File: config.mk
export PLATFORM = sky130hd
export DESIGN_NAME = id_ex_stage
export DESIGN_NICKNAME = d
export VERILOG_FILES = /design/src/rtl/id_ex_stage.sv
export SDC_FILE = /design/constraint.sdc
export NUM_CORES = 1
export LEC_CHECK = 0
export BUFFER_PORTS_ARGS = -buffer_cell sky130_fd_sc_hd__buf_2
export CAP_MARGIN = 15
export CORE_AREA = 2 2 135 137
export DETAILED_ROUTE_END_ITERATION = 16
export DIE_AREA = 0 0 137 139
export GPL_TIMING_DRIVEN = 0
export PLACE_DENSITY = 0.69
export SETUP_SLACK_MARGIN = 0.05
export SYNTH_ARGS = -nofsm -noshare
export SYNTH_HDL_FRONTEND = slang
export SYNTH_SLANG_ARGS = --single-unit
File: constraint.sdc
create_clock -name clk -period 2.15 [get_ports clk]
set_input_delay 0 -clock clk [delete_from_list [all_inputs] [get_ports clk]]
set_output_delay 0 -clock clk [all_outputs]
set_load 0.01 [all_outputs]
File: src/rtl/id_ex_stage.sv
// ID/EX pipeline register for the 5-stage MIPS core.
// Registers the decode control word and operands for EX, detects load-use
// hazards against the load currently in EX, inserts a one-cycle bubble while
// holding PC and IF/ID, and squashes the captured instruction on an EX redirect.
module id_ex_stage #(
    parameter int DATA_WIDTH     = 32,
    parameter int REG_ADDR_WIDTH = 5,
    parameter int CNT_WIDTH      = 16
) (
    input  logic                      clk,
    input  logic                      reset,
    input  logic                      id_valid,
    input  logic                      id_jr,
    input  logic                      id_jal,
    input  logic                      id_jump,
    input  logic                      id_reg_dst,
    input  logic                      id_branch_eq,
    input  logic                      id_branch_ne,
    input  logic                      id_mem_read,
    input  logic                      id_mem_to_reg,
    input  logic                      id_mem_write,
    input  logic                      id_alu_src,
    input  logic                      id_reg_write,
    input  logic [3:0]                id_alu_op,
    input  logic [DATA_WIDTH-1:0]     id_pc_plus4,
    input  logic [DATA_WIDTH-1:0]     id_read_data1,
    input  logic [DATA_WIDTH-1:0]     id_read_data2,
    input  logic [DATA_WIDTH-1:0]     id_imm,
    input  logic [REG_ADDR_WIDTH-1:0] id_rs,
    input  logic [REG_ADDR_WIDTH-1:0] id_rt,
    input  logic [REG_ADDR_WIDTH-1:0] id_rd,
    input  logic [REG_ADDR_WIDTH-1:0] id_shamt,
    input  logic                      ex_redirect,
    output logic                      ex_valid,
    output logic                      ex_jr,
    output logic                      ex_jal,
    output logic                      ex_jump,
    output logic                      ex_reg_dst,
    output logic                      ex_branch_eq,
    output logic                      ex_branch_ne,
    output logic                      ex_mem_read,
    output logic                      ex_mem_to_reg,
    output logic                      ex_mem_write,
    output logic                      ex_alu_src,
    output logic                      ex_reg_write,
    output logic [3:0]                ex_alu_op,
    output logic [DATA_WIDTH-1:0]     ex_pc_plus4,
    output logic [DATA_WIDTH-1:0]     ex_read_data1,
    output logic [DATA_WIDTH-1:0]     ex_read_data2,
    output logic [DATA_WIDTH-1:0]     ex_imm,
    output logic [REG_ADDR_WIDTH-1:0] ex_rs,
    output logic [REG_ADDR_WIDTH-1:0] ex_rt,
    output logic [REG_ADDR_WIDTH-1:0] ex_rd,
    output logic [REG_ADDR_WIDTH-1:0] ex_shamt,
    output logic                      pc_write,
    output logic                      if_id_write,
    output logic [CNT_WIDTH-1:0]      stall_count
);

    logic usesRs;
    logic usesRt;
    logic hazard;
    logic squash;
    logic bubble;

    // Load-use detection: the load in EX writes a register the ID instruction reads.
    always_comb begin
        usesRs = ~id_jump;
        usesRt = id_reg_dst | id_branch_eq | id_branch_ne | id_mem_write;
        hazard = ex_valid & ex_mem_read & (ex_rt != '0) & id_valid &
                 (((ex_rt == id_rs) & usesRs) | ((ex_rt == id_rt) & usesRt));
    end

    // A redirect discards the stalled instruction anyway, so it also releases the stall.
    assign pc_write    = ~hazard | ex_redirect;
    assign if_id_write = ~hazard | ex_redirect;

    // Flush, bubble and empty ID slots all present a no-op control word to EX.
    assign squash = ex_redirect | hazard | ~id_valid;
    assign bubble = hazard & ~ex_redirect;

    // Control word register: cleared on reset or squash, otherwise follows ID.
    always_ff @(posedge clk) begin
        if (reset || squash) begin
            ex_valid      <= 1'b0;
            ex_jr         <= 1'b0;
            ex_jal        <= 1'b0;
            ex_jump       <= 1'b0;
            ex_reg_dst    <= 1'b0;
            ex_branch_eq  <= 1'b0;
            ex_branch_ne  <= 1'b0;
            ex_mem_read   <= 1'b0;
            ex_mem_to_reg <= 1'b0;
            ex_mem_write  <= 1'b0;
            ex_alu_src    <= 1'b0;
            ex_reg_write  <= 1'b0;
            ex_alu_op     <= '0;
        end else begin
            ex_valid      <= 1'b1;
            ex_jr         <= id_jr;
            ex_jal        <= id_jal;
            ex_jump       <= id_jump;
            ex_reg_dst    <= id_reg_dst;
            ex_branch_eq  <= id_branch_eq;
            ex_branch_ne  <= id_branch_ne;
            ex_mem_read   <= id_mem_read;
            ex_mem_to_reg <= id_mem_to_reg;
            ex_mem_write  <= id_mem_write;
            ex_alu_src    <= id_alu_src;
            ex_reg_write  <= id_reg_write;
            ex_alu_op     <= id_alu_op;
        end
    end

    // Datapath register: loads every cycle; contents are ignored behind a no-op control word.
    always_ff @(posedge clk) begin
        if (reset) begin
            ex_pc_plus4   <= '0;
            ex_read_data1 <= '0;
            ex_read_data2 <= '0;
            ex_imm        <= '0;
            ex_rs         <= '0;
            ex_rt         <= '0;
            ex_rd         <= '0;
            ex_shamt      <= '0;
        end else begin
            ex_pc_plus4   <= id_pc_plus4;
            ex_read_data1 <= id_read_data1;
            ex_read_data2 <= id_read_data2;
            ex_imm        <= id_imm;
            ex_rs         <= id_rs;
            ex_rt         <= id_rt;
            ex_rd         <= id_rd;
            ex_shamt      <= id_shamt;
        end
    end

    // Saturating count of load-use bubbles actually inserted.
    always_ff @(posedge clk) begin
        if (reset) begin
            stall_count <= '0;
        end else if (bubble && (stall_count != '1)) begin
            stall_count <= stall_count + CNT_WIDTH'(1);
        end
    end

endmodule

==> results.toml <==
[status]
status = "finished clean"

[timing]
rsz0062_at_grt = "yes"
post-route-period-util_pct = 99.0
hold_viol_final = 0
fin_worst_skew_ps = 9.43
finalMaxSlewViolations = 0
finalSetupTns_ps = 0
slew_headroom_pct = 53.4
min_period_ps = 2130
clock.fmax_mhz = 470
setup_ws_ps = 21.4
setup_viol = 0
tightest_slew_ps = 699

[critical_path]
critPathKind = "flip-flop to flip-flop"
rr_worst_depth = 8
r2r-end = "stall_count[8]"
arrival_ps = 2470
start_kind = "flip-flop"
setup.worst_path.start = "stall_count[0]"
worstPathMaxFanout = 6
setup.worst_path.end_class = "flip-flop"
cp-endpoint = "stall_count[8]"
cp.required_ps = 2490
r2r-start = "stall_count[0]"
rrSetupSlack_ps = 20

[logic_synthesis]
syn_nets = 637
synthFlopType = "dfxtp_1"
ys_seq_area_share_pct = 66.3
synth_most_common_cell = "dfxtp_1"
synth_top_area_share_pct = 66.3
yosys-top-cells-area = "dfxtp_1, nor2b_1, and2_1, xnor2_1, clkbuf_1"
async_flop_share_pct = 0
synth.distinct_cells = 36
synth_seq_cells = 180
synthAdderAreaFrac_pct = 0.230
synth_top_area_cell = "dfxtp_1"
synth_area_mm2 = 0.00543
synth-simple-area-share_pct = 24.8
synthTopCellsByCount = "dfxtp_1, nor2b_1, clkbuf_1, and2_1"
synth_top_family_by_area = "simple AND/OR/NAND/NOR gates"
muxShareOfSynthArea_pct = 1.24
avgSynthCellArea_um2 = 11.6
netlist_instances = 469
synth-compound-area-share_pct = 3.80
synth_warnings = 0
synth-xor-area-share_pct = 1.61
synth_edf_count = 0

[pwr]
swShare_pct = 24.3
clkPwrFrac_pct = 40.7
ir_drop_mv = 0.496
power_density_mw_per_mm2 = 747
pwr-share-seq_pct = 47.5
p_leak_uw = 0.00470
p_sw_uw = 1800
cell_internal_pwr_uw = 5620
share_comb_of_total_power_pct = 11.8

[global_routing]
overflow = 0
grt_use_total_pct = 18.2
grt_pass1_wl_um = 27000
grt_pass1_vias = 5575
grt_start_max_net_pins = 18
antenna_found_initial = 0

[clock_network]
numCtsBuffers = 17
clkTransAtPathRegs_ps = 70
tritoncts = "built"
cts_max_level = 4
cts_sinks = 180
clockBufferDepth = 2
clk_latency_ps = 420
root_buffer = "clkbuf_16"

[place]
dpl_worst_slack_ps = -195
dpl.hpwl_um = 11600
gp_congestion = 0.770
port_buffers = 348

[floorplanning]
die-area_mm2 = 0.0190
dieWidth_um = 137
coreArea_mm2 = 0.0177
die_h_um = 139
start_util_pct = 30.8
io_pins = 349
rows = 49

[drt]
wl_per_cell_um = 14.5
first_pass_iters = 4
drcViolationCount = 0
drtIter0Drc = 192
via_per_inst = 4.25
routed_wl_um = 18300
antenna_left = 0
vias = 5345

[worst_hold_path]
hp-class = "input pin to flip-flop"

[layout]
multi_input_area_mm2 = 0.00186
diodes = 0
ff_latch_area_mm2 = 0.00361
syn_to_final_growth_pct = 83.1
drive_above_1_share_pct = 41.5
num-fill-cells = 1408
finalNetCount = 1184

[job]
maxCapViolCount = 0
[stage by stage]
stage	area, um^2	power [uW]	utilization, %	cells	hold WS, ps
final	9950	7430	56.3	1258	113
after global routing	9950	7720	56.3	1258	169
after CTS	9800	7500	55.5	1249	64.4
after detailed placement	7460	4210	42.3	1046	202
after global placement	7460	4200	42.3	1046	199
after floorplan	5430	3860	-	469	122
[cells by family after synthesis]
group                    Yosys count
AO/OA/AOI/OAI                     28
XOR/XNOR                          10
adder cells (fa/ha/maj)            1
buffers and inverters             26
flip-flops                       180
multiplexers                       6
AND/OR/NAND/NOR                  218
[worst max-delay path, stage by stage, from the launching register on]
cell,delay (ps)
dfxtp_1,360
ha_1,300
and2_1,200
nand4_1,170
buf_4,150
buf_4,100
o21bai_2,80
or4_1,510
a21oi_1,190
[layout by cell type (no fill, tap or decap), drive strengths merged, types with 6 or more instances in the layout]
cell type,n
mux2,6
nor2,8
nor2b,155
inv,11
and2,17
dfxtp,180
nand4,9
a21oi,8
or4,6
buf,368
dlygate4sd3,164
xnor2,9
clkbuf,38
[layer usage]
metal / vias to the layer above / routed length, um / GRT usage, %
met5: - / 0 / 0
met4: 0 / 359 / 5.70
met3: 33 / 1710 / 6.54
met2: 272 / 9290 / 33.5
met1: 2420 / 6910 / 18.9
li1: 2620 / - / -
[how the worst min path moves through the flow]
stage	end	cells past startpoint	start
after floorplan	ex_alu_op[0]	1	id_alu_op[0]
after CTS	stall_count[12]	5	ex_redirect
after detailed placement	ex_alu_src	2	id_alu_src
final	stall_count[12]	5	ex_redirect
after global placement	ex_alu_op[3]	2	id_alu_op[3]
after global routing	stall_count[12]	5	ex_redirect
[power groups by stage]
stage	Sequential, uW	Clock, uW	Combinational (uW)
after global routing	3550	3230	948
after global placement	3600	0	600
final	3530	3020	877
after floorplan	3690	0	169
after CTS	3530	3110	859
after detailed placement	3610	0	606
[cell type report]
cell class                      instances  share of cell area [%]
Sequential cell                       180                    36.3
Timing Repair Buffer                  528                    35.2
Multi-Input combinational cell        264                    18.7
Clock buffer                           20                    4.69
Tap cell                              229                    2.88
Clock inverter                         12                    1.12
Buffer                                 22                   0.968
Inverter                                3                   0.113
[what timing repair did]
| action | in CTS | in global routing |
|---|---|---|
| resized for setup | 14 | 15 |
| buffers inserted | 7 | 9 |
| gates cloned | 0 | 1 |
| endpoints found under the hold margin | 167 | 0 |
| pin swaps | 6 | 8 |
| setup endpoints to repair | 12 | 26 |
| hold buffers | 164 | 0 |
Power figures use the tool's default switching activity.
